**src/rtl/uart_bridge_pkg.sv**
```systemverilog
// uart_bridge_pkg: shared constants and state types for the UART bus bridge
package uart_bridge_pkg;
  localparam logic [7:0] CMD_READ = 8'h52;
  localparam logic [7:0] CMD_WRITE = 8'h57;
  localparam logic [7:0] RESP_ACK = 8'h06;
  localparam logic [7:0] RESP_NAK = 8'h15;
  localparam int unsigned FRAME_BITS = 10;
  typedef enum logic [2:0] {ST_CMD, ST_ADDR, ST_MASK, ST_DATA, ST_BUS, ST_RESP} parser_state_t;
  typedef enum logic [1:0] {RX_IDLE, RX_START, RX_BITS} rx_state_t;
  function automatic logic is_cmd(input logic [7:0] b);
    return b == CMD_READ || b == CMD_WRITE;
  endfunction
endpackage

```
**src/rtl/uart_byte_rx.sv**
```systemverilog
// uart_byte_rx: 8N1 receiver with start-glitch rejection and framing-error detection
module uart_byte_rx
  import uart_bridge_pkg::*;
#(
  parameter logic [15:0] CLK_DIV = 16'd103
) (
  input  logic       clk,
  input  logic       reset_n,
  input  logic       i_rx,
  output logic       o_valid,
  output logic       o_err,
  output logic [7:0] o_byte
);
  rx_state_t r_state, w_next;
  logic [1:0] r_sync;
  logic [15:0] r_cnt;
  logic [3:0] r_bit;
  logic [7:0] r_data;
  logic r_valid, r_err;
  logic w_rx, w_tick, w_stop;
  assign w_rx = r_sync[1];
  assign w_tick = r_cnt == (r_state == RX_START ? CLK_DIV >> 1 : CLK_DIV);
  assign w_stop = r_bit == 4'(FRAME_BITS - 2);
  assign o_valid = r_valid;
  assign o_err = r_err;
  assign o_byte = r_data;
  // two-flop synchroniser for the host line, idles high
  always_ff @(posedge clk or negedge reset_n)
    if (!reset_n) r_sync <= 2'b11;
    else r_sync <= {r_sync[0], i_rx};
  // receiver state register
  always_ff @(posedge clk or negedge reset_n)
    if (!reset_n) r_state <= RX_IDLE;
    else r_state <= w_next;
  // start detect, half-bit glitch re-check, then leave after the stop sample
  always_comb begin
    w_next = r_state;
    if (r_state == RX_IDLE) w_next = w_rx ? RX_IDLE : RX_START;
    else if (w_tick) w_next = r_state == RX_START ? (w_rx ? RX_IDLE : RX_BITS) : (w_stop ? RX_IDLE : RX_BITS);
  end
  // bit timing, LSB-first shift and one-clock result pulses
  always_ff @(posedge clk or negedge reset_n)
    if (!reset_n) begin
      r_cnt <= '0;
      r_bit <= '0;
      r_data <= '0;
      r_valid <= 1'b0;
      r_err <= 1'b0;
    end else begin
      r_valid <= 1'b0;
      r_err <= 1'b0;
      r_cnt <= (r_state == RX_IDLE || w_tick) ? '0 : r_cnt + 16'd1;
      if (r_state != RX_BITS) r_bit <= '0;
      else if (w_tick) begin
        r_bit <= r_bit + 4'd1;
        if (w_stop) begin
          r_valid <= w_rx;
          r_err <= !w_rx;
        end else r_data <= {w_rx, r_data[7:1]};
      end
    end
endmodule

```
**src/rtl/uart_bus_master.sv**
```systemverilog
// uart_bus_master: UART command parser driving single-cycle bus reads and writes
module uart_bus_master
  import uart_bridge_pkg::*;
#(
  parameter logic [15:0] CLK_DIV = 16'd103,
  parameter logic [23:0] TIMEOUT = 24'd1000000
) (
  input  logic        clk,
  input  logic        reset_n,
  input  logic        rx_in,
  output logic        tx_out,
  output logic        sel_out,
  output logic        read_out,
  output logic [3:0]  write_mask_out,
  output logic [31:0] address_out,
  output logic [31:0] write_value_out,
  input  logic [31:0] read_value_in,
  output logic        busy_out
);
  parser_state_t r_state, w_next;
  logic w_vb, w_fe;
  logic [7:0] w_byte;
  logic w_frame, w_last, w_to, w_tx_done, w_tx_ready, w_resp_load, w_nak_load, w_tx_load;
  logic [7:0] w_tx_byte;
  logic r_tx_busy;
  logic [15:0] r_tx_cnt;
  logic [3:0] r_tx_bit;
  logic [9:0] r_tx_shift;
  logic [1:0] r_idx;
  logic r_is_write, r_nak_pend, r_sel, r_read;
  logic [31:0] r_addr, r_wdata, r_resp, r_address, r_wvalue;
  logic [3:0] r_mask, r_wmask;
  logic [2:0] r_resp_cnt;
  logic [23:0] r_to_cnt;

  uart_byte_rx #(.CLK_DIV(CLK_DIV)) u_rx (
    .clk(clk), .reset_n(reset_n), .i_rx(rx_in), .o_valid(w_vb), .o_err(w_fe), .o_byte(w_byte)
  );

  assign w_frame = r_state == ST_ADDR || r_state == ST_MASK || r_state == ST_DATA;
  assign w_last = r_idx == 2'd3;
  assign w_to = w_frame && r_to_cnt >= TIMEOUT;
  assign w_tx_done = r_tx_busy && r_tx_cnt == CLK_DIV && r_tx_bit == 4'(FRAME_BITS - 1);
  assign w_tx_ready = !r_tx_busy || w_tx_done;
  assign w_resp_load = r_state == ST_RESP && !r_sel && r_resp_cnt != 3'd0 && w_tx_ready;
  assign w_nak_load = r_nak_pend && w_tx_ready && !w_resp_load;
  assign w_tx_load = w_resp_load || w_nak_load;
  assign w_tx_byte = w_resp_load ? r_resp[7:0] : RESP_NAK;
  assign tx_out = r_tx_busy ? r_tx_shift[0] : 1'b1;
  assign sel_out = r_sel;
  assign read_out = r_read;
  assign write_mask_out = r_wmask;
  assign address_out = r_address;
  assign write_value_out = r_wvalue;
  assign busy_out = r_state != ST_CMD;

  // parser state register
  always_ff @(posedge clk or negedge reset_n)
    if (!reset_n) r_state <= ST_CMD;
    else r_state <= w_next;
  // frame sequencing; framing errors and inter-byte timeouts resync to CMD
  always_comb begin
    w_next = r_state;
    case (r_state)
      ST_CMD:  if (w_vb && is_cmd(w_byte)) w_next = ST_ADDR;
      ST_ADDR: w_next = w_fe ? ST_CMD : w_vb ? (w_last ? (r_is_write ? ST_MASK : ST_BUS) : ST_ADDR) : w_to ? ST_CMD : ST_ADDR;
      ST_MASK: w_next = w_fe ? ST_CMD : w_vb ? ST_DATA : w_to ? ST_CMD : ST_MASK;
      ST_DATA: w_next = w_fe ? ST_CMD : w_vb ? (w_last ? ST_BUS : ST_DATA) : w_to ? ST_CMD : ST_DATA;
      ST_BUS:  w_next = ST_RESP;
      default: if (r_resp_cnt == 3'd0 && w_tx_ready) w_next = ST_CMD;
    endcase
  end
  // field capture, bus drive and response queue; sel_out follows BUS by one register stage
  always_ff @(posedge clk or negedge reset_n)
    if (!reset_n) begin
      r_to_cnt <= '0;
      r_idx <= '0;
      r_is_write <= 1'b0;
      r_addr <= '0;
      r_mask <= '0;
      r_wdata <= '0;
      r_nak_pend <= 1'b0;
      r_sel <= 1'b0;
      r_read <= 1'b0;
      r_wmask <= '0;
      r_address <= '0;
      r_wvalue <= '0;
      r_resp <= '0;
      r_resp_cnt <= '0;
    end else begin
      r_to_cnt <= (w_frame && !w_vb) ? r_to_cnt + 24'd1 : '0;
      if (r_state == ST_CMD) r_idx <= '0;
      else if (w_vb && (r_state == ST_ADDR || r_state == ST_DATA)) r_idx <= r_idx + 2'd1;
      if (w_vb && r_state == ST_CMD) r_is_write <= w_byte == CMD_WRITE;
      if (w_vb && r_state == ST_ADDR) r_addr <= {w_byte, r_addr[31:8]};
      if (w_vb && r_state == ST_MASK) r_mask <= w_byte[3:0];
      if (w_vb && r_state == ST_DATA) r_wdata <= {w_byte, r_wdata[31:8]};
      r_nak_pend <= (w_vb && r_state == ST_CMD && !is_cmd(w_byte)) || (r_nak_pend && !w_nak_load);
      r_sel <= r_state == ST_BUS;
      if (r_state == ST_BUS) begin
        r_address <= r_addr & ~32'h3;
        r_read <= !r_is_write;
        r_wmask <= r_is_write ? r_mask : 4'h0;
        if (r_is_write) r_wvalue <= r_wdata;
        r_resp <= {24'h0, RESP_ACK};
        r_resp_cnt <= r_is_write ? 3'd1 : 3'd4;
      end else if (r_sel && r_read) r_resp <= read_value_in;
      else if (w_resp_load) begin
        r_resp <= r_resp >> 8;
        r_resp_cnt <= r_resp_cnt - 3'd1;
      end
    end
  // 8N1 transmitter; a new byte may load on the last clock of the previous stop bit
  always_ff @(posedge clk or negedge reset_n)
    if (!reset_n) begin
      r_tx_busy <= 1'b0;
      r_tx_cnt <= '0;
      r_tx_bit <= '0;
      r_tx_shift <= '1;
    end else if (w_tx_load) begin
      r_tx_busy <= 1'b1;
      r_tx_cnt <= '0;
      r_tx_bit <= '0;
      r_tx_shift <= {1'b1, w_tx_byte, 1'b0};
    end else if (r_tx_busy) begin
      r_tx_cnt <= r_tx_cnt == CLK_DIV ? '0 : r_tx_cnt + 16'd1;
      if (r_tx_cnt == CLK_DIV) begin
        r_tx_shift <= {1'b1, r_tx_shift[9:1]};
        r_tx_bit <= r_tx_bit + 4'd1;
        r_tx_busy <= !w_tx_done;
      end
    end
endmodule
```
**config.mk**
```make
export PLATFORM = sky130hd
export DESIGN_NAME = uart_bus_master
export DESIGN_NICKNAME = d
export VERILOG_FILES = /design/src/rtl/uart_bridge_pkg.sv /design/src/rtl/uart_byte_rx.sv /design/src/rtl/uart_bus_master.sv
export SDC_FILE = /design/constraint.sdc
export NUM_CORES = 1
export LEC_CHECK = 0
export CAP_MARGIN = 30
export CORE_MARGIN = 4
export CORE_UTILIZATION = 62
export CTS_CLUSTER_DIAMETER = 120
export DETAILED_ROUTE_END_ITERATION = 10
export HOLD_SLACK_MARGIN = 0.15
export MAX_ROUTING_LAYER = met4
export PLACE_DENSITY = 0.85
export SLEW_MARGIN = 20
export SYNTH_ARGS = -nofsm -noshare
export SYNTH_HDL_FRONTEND = slang
export SYNTH_HIERARCHICAL = 1
export SYNTH_SLANG_ARGS = --single-unit
```
**constraint.sdc**
```tcl
create_clock -name clk -period 6.1 [get_ports clk]
set_input_delay 0.915 -clock clk [delete_from_list [all_inputs] [get_ports clk]]
set_output_delay 0.915 -clock clk [all_outputs]
set_load 0.02 [all_outputs]
```
== Yosys cells after proc, flatten, opt, wreduce, memory -nomap -nowiden ==
Index checks and enable logic that the tools add are counted.

* Flip-flop bits (word level): 267
* Bits of input ports: 35
* Word-level logic and storage cells: 162

* Muxes and demuxes: 56
* $add $sub $neg: 7
* Bitwise logic cells: 2
* Reductions and logical operators: 54
* Eq/ne operators: 16
* Order comparisons: 1

{| class="wikitable"
|+ Operators by type and width
! kind !! count
|-
| $mux W32 || 3
|-
| $mux W16 || 4
|-
| $mux W3 || 13
|-
| $add A16 B1 Y16 const B || 2
|-
| $mux W10 || 3
|-
| $add A24 B1 Y24 const B || 1
|-
| $ge A24 B20 Y1 const B || 1
|-
| $mux W24 || 1
|-
| $mux W4 || 6
|-
| $mux W2 || 11
|-
| $logic_and A1 B1 Y1 || 19
|-
| $eq A16 B16 Y1 || 1
|-
| $eq A16 B7 Y1 const B || 1
|-
| $eq A8 B7 Y1 const B || 2
|-
| $pmux W3 S5 || 1
|-
| $mux W1 || 12
|-
| $reduce_bool A2 Y1 || 6
|-
| $logic_not A1 Y1 || 9
|-
| $reduce_bool A3 Y1 || 3
|-
| $add A4 B1 Y4 const B || 2
|-
| $eq A4 B4 Y1 const B || 2
|-
| $logic_or A1 B1 Y1 || 8
|-
| $mux W8 || 1
|-
| $reduce_and A2 Y1 || 4
|-
| other kinds (14) || 20
|}

== Depth between registers and ports, before layout ==
* Depth after elaboration: 10
* Gate-level depth with buffers: 8
* Depth with buffers taken out: 7

== Modules after synthesis ==
The synthesis kept the hierarchy.

{| class="wikitable"
|+ By module, submodules not included
! module !! cells each !! times used !! area each (um^2)
|-
| uart_bus_master || 862 || 1 || 9897.0
|-
| uart_byte_rx || 142 || 1 || 1604.0
|}

== Worst setup path before layout ==
No wires, ideal clock.

* Path kind: register -> output
* From: register r_state[2] (netlist name)
* To: output busy_out
* Path buffers: 1
* Arrival time: 1004 ps
* Data required time: 5185 ps
* Path slack: 4181 ps
* Stages on the path, launching flop included: 3
* Cell sequence: dfrtp_1 clkbuf_1 or3_1

{| class="wikitable"
|+ RTL lines
! item !! RTL line !! text
|-
| to (decl) || uart_bus_master.sv:18 || <nowiki>output logic busy_out</nowiki>
|}

==> key figures <==
Final layout
  – Synth-to-layout area growth: 18.2%
  – Nets: 1143
  – Finished Cell Area: 0.0136 sq mm
  – Non-filler cells, final: 1347
  – # fillers: 1124
  – Share of cells above drive strength 1: 0.180
  – N_diodes: 0

Clocking
  – Cts-stage hold buffer count: 0
  – CTS tree: built
  – Clk slew on worst S/H paths: 60 ps
  – Post-cts gate resize count: 0
  – Total CTS buffers: 27
  – CTS max path bufs: 3
  – Root Buffer: clkbuf_16
  – Worst-Skew Late Latency: 540 ps
  – Clk sinks: 264
  – H-tree Lvls: 1
  – Post-CTS setup buffer count: 0

Worst setup path
  – WP data arrival: 2060 ps
  – Critical path class: reg -> out
  – Reg2Reg Depth: 7
  – Worst reg2reg setup slack: 3500 ps
  – RR Endpoint: address_out[22]$_DFFE_PN0P_
  – Crit Path Max Fanout: 12
  – R2R Path Start: r_state[0]$_DFFE_PN0P_
  – Crit start category: flop
  – Crit. End Element: primary output
  – Critical Path RT: 5180 ps

Place
  – Inst Count DP: 1297
  – Placed cell areas: 0.0127 sq mm
  – DP Wirelength: 14900 microns
  – Port bufs: 104
  – Routability congestion estimate: 0.855

Power and ir drop
  – Sequential Power Share: 0.506
  – Switching Share: 0.208
  – Clk pwr share: 0.477
  – Worst IR drop on VDD: 0.000260 V
  – Cell Pwr Density: 255 mW/mm^2
  – Pint: 2.74 mW
  – Net switching power figure: 0.720 mW
  – Gate power share: 0.017
  – Lkg Pwr: 6.42 nW

Synth
  – FF+latch count, synth: 264
  – Top_reg_cell synth: dfrtp_1
  – Synth unique cells: 73
  – Synthesized instance count: 1004
  – Synth Area in Simple Gates: 0.155
  – Synthesized area per cell: 11.5 sq um
  – EDFF count, synth: 0
  – Synth warn: 6
  – Main combinational cell family by area after synthesis: simple AND/OR/NAND/NOR gates
  – Share of flip-flops with an asynchronous set or reset: 1.00
  – Register area share after synthesis: 0.576
  – Synthesized area: 0.0115 sq mm
  – Post-Synth Adder-Cell Area: 0.0120
  – Compound-cell area share of the yosys netlist: 0.0698
  – Xor-xnor portion of the synthesized cell area: 0.0335
  – Mux cell area share after synthesis: 0.126

Die
  – Die Ht: 144 microns
  – IO Pins: 107
  – Total Die Area: 0.0208 sq mm
  – Die Wd: 144 microns
  – FP Rows: 49
  – Starting Density: 0.636
  – Core region area: 0.0181 sq mm

Outcome
  – Status: finished, final reports clean

Drt
  – Via-to-Cell Ratio: 5.80
  – Total routed wirelength: 23700 microns
  – Drt wl/cell: 17.6 microns
  – # DRC: 0
  – Post-DRT Antenna Nets: 0
  – Drt first pass iters: 5
  – Vias: 7810
  – Starting DRT DRC Count: 645

Worst hold path
  – Hold Crit Depth: 0
  – Worst hold endpoint: u_rx/r_sync[1]$_DFF_PN1_
  – Hold_sp: u_rx/r_sync[0]$_DFF_PN1_
  – Worst min path class: reg -> reg

STA
  – Period utilization: 0.488
  – Worst slew pin tran: 849 ps
  – Slew margin rel.: 0.434
  – TNS Setup: 0 ps
  – Clock skew: 9.35 ps
  – RSZ-0062 raised after global routing: no
  – Max Freq: 0.336 GHz
  – Final setup violation count: 0
  – Hold Violations, Final: 0
  – Min Tclk post-route: 2980 ps
  – Max-slew violation count: 0

Job
  – Maxcap violations: 0

GRT
  – Initial antenna violation count: 0
  – Pin count of the biggest net entering global routing: 164
  – Vias in the first global route: 7933
  – All-Layer GR Usage: 0.238
  – First-pass GRT wire length: 39400 microns
  – GR Overflow Total: 0
[worst max-delay path by stage]
stage	cells after the start	endpoint	from	slack [ps]
CTS	2	busy_out	r_state[2]$_DFFE_PN0P_	3130
global placement	6	write_mask_out[2]$_DFFE_PN0P_	r_state[0]$_DFFE_PN0P_	3380
floorplan	2	busy_out	r_state[2]$_DFFE_PN0P_	4180
global route	2	busy_out	r_state[2]$_DFFE_PN0P_	3100
finish	2	busy_out	r_state[2]$_DFFE_PN0P_	3120
detailed placement	7	write_mask_out[2]$_DFFE_PN0P_	r_state[1]$_DFFE_PN0P_	3610
[Yosys cell counts, types with 4 or more instances]
library cell  count  area share
nor2b_1           6      0.0033
nor4_2            8      0.0087
xnor2_1          30       0.023
buf_2            21      0.0091
ha_1             11       0.012
nor3_1           20      0.0087
xor2_1           14       0.011
buf_4             4      0.0026
inv_1            23      0.0075
dfrtp_1         253        0.55
mux2_2          106        0.10
or2_2             4      0.0022
nand2b_1          6      0.0033
nand3_1          30       0.013
nor2_1           68       0.022
clkbuf_1         21      0.0069
a21oi_1          49       0.021
nor4_1            4      0.0022
or4_1             5      0.0033
mux2i_1          25       0.022
nand3b_1          4      0.0026
a221o_1           4      0.0035
nand4_1          10      0.0054
and3_1            8      0.0044
o31ai_1           6      0.0039
nand2_1         145       0.047
o21ai_0          37       0.016
dfstp_2          11       0.025
or3_1             9      0.0049
[area by class of cell]
type | instances | area (sq um) | share of cell area
multi-input combinational | 669 | 4580 | 0.337
clock buffer | 42 | 782 | 0.0575
clock inverter | 8 | 110 | 0.00810
inverter | 23 | 86.3 | 0.00635
tap | 229 | 287 | 0.0211
sequential | 264 | 6620 | 0.487
timing repair buffer | 112 | 1130 | 0.0832
[metrics by stage]
stage               hold WS (ps)  total power [mW]  setup slack (ps)  utilization
finish                       362              3.47              3120        0.752
global route                 363              3.58              3100        0.752
CTS                          361              3.49              3130        0.752
detailed placement           353              1.85              3610        0.702
global placement             348              1.85              3380        0.701
floorplan                    345              1.79              4180            -
[power groups by stage]
stage	Combinational, mW	Clock [mW]	Sequential [mW]
after detailed placement	0.0606	0	1.79
after global routing	0.0663	1.76	1.75
after global placement	0.0608	0	1.79
final	0.0583	1.65	1.75
after CTS	0.0608	1.68	1.75
after floorplan	0.00309	0	1.79
[state kept, by name (all words and copies together) (netlist names), 3 cells and up]
signal	flops
address_out	30
r_addr	30
r_mask	4
r_resp	32
r_resp_cnt	3
r_state	3
r_to_cnt	24
r_tx_bit	4
r_tx_cnt	16
r_tx_shift	9
r_wdata	32
u_rx/o_byte	8
u_rx/r_bit	4
u_rx/r_cnt	16
write_mask_out	4
write_value_out	32
[cells by family after synthesis]
family	count (synthesis)
flip-flops	264
XOR/XNOR	44
AO/OA/AOI/OAI	127
adder cells (fa/ha/maj)	11
other	1
buffers and inverters	72
AND/OR/NAND/NOR	354
multiplexers	131
[layer usage]
layer  global-route usage  up-vias  part of all wire
met3               0.0311       43             0.029
met1                0.316     3923              0.44
met4               0.0604        0             0.024
met5                    -        -                 0
li1                     -     3684                 -
met2                0.394      160              0.51
[worst max-delay path: stages, from the launching register on]
cell,delay (ps)
dfrtp_1,510
or3_1,460
clkdlybuf4s50_1,560
[layout by cell type, fill, tap and decap left out, types with 14 or more instances in the layout]
| cell | count |
|---|---|
| mux2_2 | 106 |
| clkdlybuf4s50_1 | 103 |
| dfrtp_1 | 253 |
| nand3_1 | 30 |
| nor2_1 | 67 |
| xnor2_1 | 30 |
| o21ai_0 | 37 |
| clkbuf_16 | 27 |
| inv_1 | 23 |
| nand2_1 | 144 |
| mux2i_1 | 25 |
| nor3_1 | 20 |
| xor2_1 | 14 |
| a21oi_1 | 49 |
Note: power is estimated with default switching activity, not from simulation.
==> variant 1 (same flow settings) <==
Re-encode `parser_state_t` (6 states) as one-hot, 6 bits wide.
--- a/src/rtl/uart_bridge_pkg.sv
+++ b/src/rtl/uart_bridge_pkg.sv
@@ -5,7 +5,7 @@
   localparam logic [7:0] RESP_ACK = 8'h06;
   localparam logic [7:0] RESP_NAK = 8'h15;
   localparam int unsigned FRAME_BITS = 10;
-  typedef enum logic [2:0] {ST_CMD, ST_ADDR, ST_MASK, ST_DATA, ST_BUS, ST_RESP} parser_state_t;
+  typedef enum logic [5:0] {ST_CMD = 6'b000001, ST_ADDR = 6'b000010, ST_MASK = 6'b000100, ST_DATA = 6'b001000, ST_BUS = 6'b010000, ST_RESP = 6'b100000} parser_state_t;
   typedef enum logic [1:0] {RX_IDLE, RX_START, RX_BITS} rx_state_t;
   function automatic logic is_cmd(input logic [7:0] b);
     return b == CMD_READ || b == CMD_WRITE;
Formal check against the unedited RTL: no difference found for any inputs over 10 cycles, from zero or initial values and one cycle with reset_n low; not proved beyond that.
==> variant 1 against the original RTL <==
Sequential cell count rose by 3; wire length rose by 6.9%; cell area rose by 1.9%; global-route usage rose by 1.1 points; register-to-register slack got worse by 130 ps; power rose by 3.5%; synthesized area rose by 1.7%; setup slack got worse by 430 ps.
==> variant 1: results (changes against the original RTL) <==
* Status: finished clean
* Worst slew pin tran at 876 ps (+26.7 ps)
* Worst vdd ir at 0.000241 V (-7.3%)
* Vias at 8393 (+7.5%)
* Worst R2R Start: r_resp_cnt[0]$_DFFE_PN0P_
* Worst R2R End: r_tx_bit[2]$_DFFE_PN0P_
* Clock Skew at 12.9 ps (+3.51 ps)
* Most instantiated cells after synthesis: dfrtp_1, nand2_1, mux2_2
* Layout cells sized above 1 at 16.6% (-1.4 points)
* DRT iter0 DRCs at 619 (-4.0%)
* DP HPWL at 15200 um (+1.7%)
* Mux cell area share after synthesis at 10.4% (-2.2 points)
* Minimum clock period after layout at 3410 ps (+430 ps)
* Area post-placement at 12900 um2 (+1.3%)
* Fillers at 1164 (+3.6%)
* R2R cell count at 9 (+2)
* Leakage at 6.52 nW (+1.5%)
* Post-Syn Instances at 1046 (+4.2%)
* Total power at 3.59 mW (+3.5%)
* Gr usage total at 24.9% (+1.1 points)
* CP delay by family, top: simple AND/OR/NAND/NOR gates
* Total Routed Length at 25300 um (+6.9%)
* FF-to-FF setup slack at 3370 ps (-130 ps)
* Post-Synth Adder-Cell Area at 1.18% (-0.020 points)
* Critical Path AT at 2490 ps (+430 ps)
==> variant 1: cell count changes in the layout (fill, tap and decap cells not counted), moves of 7 or more <==
cell,change
nor3_1,+66
a21oi_1,-25
mux2i_1,-23
mux2_1,+13
mux2_2,-13
nand4_1,+10
nand3_1,+9
xor2_1,+9
xnor2_1,-8
nor4_1,+7
==> variant 1: layout make-up <==
type	instances	area, um2	area share, %
timing repair buffer	115	1150	8.32
multi-input combinational	703	4660	33.7
sequential	267	6700	48.4
clock buffer	38	787	5.68
clock inverter	11	176	1.27
tap	229	287	2.07
inverter	23	86.3	0.623
==> variant 1: routing by layer <==
metal | global-route usage, % | routed length [um] | vias up
met5 | - | 0 | -
met4 | 6.03 | 480 | 0
met3 | 3.83 | 1140 | 48
met2 | 41.5 | 13100 | 211
met1 | 32.6 | 10700 | 4282
li1 | - | - | 3852
==> variant 2 (config.mk and constraints unchanged) <==
Made on the original files. The parameter `TIMEOUT` goes from 24'd1000000 to 24'd500000.
--- a/src/rtl/uart_bus_master.sv
+++ b/src/rtl/uart_bus_master.sv
@@ -3,7 +3,7 @@
   import uart_bridge_pkg::*;
 #(
   parameter logic [15:0] CLK_DIV = 16'd103,
-  parameter logic [23:0] TIMEOUT = 24'd1000000
+  parameter logic [23:0] TIMEOUT = 24'd500000
 ) (
   input  logic        clk,
   input  logic        reset_n,
Formal check against the unedited RTL: no difference found for any inputs over 10 cycles, from zero or initial values and one cycle with reset_n low; that may be too few to reach the edited logic, so the function may still have changed.
==> variant 2 against the original RTL <==
Clock power is 12% higher; setup slack better by 68 ps; critical endpoint unchanged; synthesized area is 0.89% lower; first-iteration DRC count is 1.2% lower; wire length is 2.9% higher; core utilization is 0.72 points higher; cell count stayed put; sequential power hardly changed; cell area is 0.62% higher; power is 5.3% higher; synthesized cell count is 0.20% lower; critical path depth is 1 higher; sequential cell count stayed put; largest power group is now clock.
==> variant 2: results (changes against the original RTL) <==
* Max layer used: met4
* Distinct cell type count after synthesis at 66 (-9.6%)
* Top post-synthesis cells by area: dfrtp_1, mux2_2, nand2_1
* Async set-reset flop share out of synthesis at 100% (unchanged)
* DRT iter0 DRCs at 637 (-1.2%)
* Total CTS buffers at 27 (unchanged)
* TritonRoute pass-1 iters at 5 (unchanged)
* Finished Layout Cells at 1347 (unchanged)
* # resized after CTS at 0 (unchanged)
* Number of synthesized flops with an enable pin at 0 (unchanged)
* Max clock buf depth at 3 (unchanged)
* Area post-placement at 12600 um2 (-0.82%)
* Avg Synthesized Cell Area at 11.4 um2 (-0.69%)
* Clock Skew at 8.40 ps (-0.949 ps)
* Clock Latency Late Sink at 520 ps (-20 ps)
* Peak fanout along the critical path at 11 (-1)
* Most instantiated cells after synthesis: dfrtp_1, nand2_1, mux2_2
* CTS root buffer: clkbuf_16
* Diode count at 0 (unchanged)
* Largest net degree at the start of global routing at 145 (-12%)
* Total negative setup slack at 0 ps (unchanged)
* Pre-CTS setup slack at 3270 ps (-342 ps)
* Post-Synth Adder-Cell Area at 1.21% (+0.011 points)
* Worst slew pin tran at 981 ps (+131 ps)
* Layout cells sized above 1 at 17.8% (-0.18 points)
* Mean routed wirelength per cell at 18.1 um (+2.9%)
* Routed wl met2 at 12700 um (+5.4%)
* Mux cell area share after synthesis at 12.6% (+0.025 points)
* Ys flop type: dfrtp_1
* Tightest Hold Check Type: primary input to asynchronous set/reset pin
* Post-CTS Setup Bufs at 0 (unchanged)
* Via density at 5.93 (+2.2%)
* Post-synthesis xor/xnor area fraction at 3.38% (+0.030 points)
* Vias in the first global route at 7997 (+0.81%)
* R2R cell count at 9 (+2)
* Initial antenna violation count at 0 (unchanged)
* Layout Nets at 1146 (+0.26%)
* Met1 WL at 9950 um (-4.2%)
* Post-synthesis compound-gate area fraction at 6.75% (-0.23 points)
* DP HPWL at 14800 um (-0.82%)
* Gr usage total at 24.5% (+0.78 points)
* Reg clk slew, reported paths at 60 ps (about the same)
* Status: finished clean
* Leakage at 6.51 nW (+1.4%)
* Max cap viols at 0 (unchanged)
* Int Pwr at 2.94 mW (+6.9%)
* Worst vdd ir at 0.000243 V (-6.5%)
* Critical Path AT at 2000 ps (-60 ps)
* Sequential element share of the synthesized area at 58.1% (+0.52 points)
* Gpl congestion at 0.852 (-0.29%)
* Met3 wire length at 1100 um (+60%)
* First-pass GRT wire length at 40300 um (+2.4%)
==> variant 2: cell types whose count changed after synthesis, moves of 4 or more <==
cell,before,now
nand2b_1,6,2
nor4_1,4,10
and4_1,3,7
nor4_2,8,2
a22oi_1,0,4
xor2_1,14,22
a221o_1,4,0
xnor2_1,30,22
o21ai_0,37,43
nand4_1,10,16
nand3_1,30,40
==> variant 2: area by class of cell <==
class / instances / area, um2
clock buffer: 35 / 786
clock inverter: 12 / 228
fill: 1091 / 4350
inverter: 25 / 93.8
multi-input combinational: 666 / 4480
sequential: 264 / 6620
tap: 229 / 287
timing repair buffer: 116 / 1180
==> variant 2: layer usage <==
layer / track usage (%) / vias up
li1: - / 3679
met1: 31.5 / 4027
met2: 41.5 / 217
met3: 3.33 / 60
met4: 6.74 / 0
met5: - / -
==> variant 2: final timing paths <==
kind                                       endpoint  slack [ps]                      start
max                                        busy_out        3190     r_state[2]$_DFFE_PN0P_
min                         r_tx_cnt[7]$_DFFE_PN0P_         270                    reset_n
max reg2reg                   r_resp[5]$_DFFE_PN0P_        3610  r_resp_cnt[1]$_DFFE_PN0P_
min reg2reg                u_rx/r_sync[1]$_DFF_PN1_         360   u_rx/r_sync[0]$_DFF_PN1_
max in group asynchronous  u_rx/r_cnt[10]$_DFF_PN0_        4270                    reset_n
min in group clk           u_rx/r_sync[1]$_DFF_PN1_         360   u_rx/r_sync[0]$_DFF_PN1_
==> variant 2: critical path: stages (launching register included) <==
cell	delay, ps
dfrtp_1	580
nor2_1	150
nand2_1	130
clkdlybuf4s50_1	610
==> variant 2: power groups by stage <==
stage               Sequential (mW)  Clock, mW  Combinational [mW]
floorplan                      1.79          0             0.00304
global placement               1.79          0              0.0598
detailed placement             1.79          0              0.0597
CTS                            1.75       1.86              0.0603
global route                   1.75       1.94              0.0682
finish                         1.75       1.84              0.0602
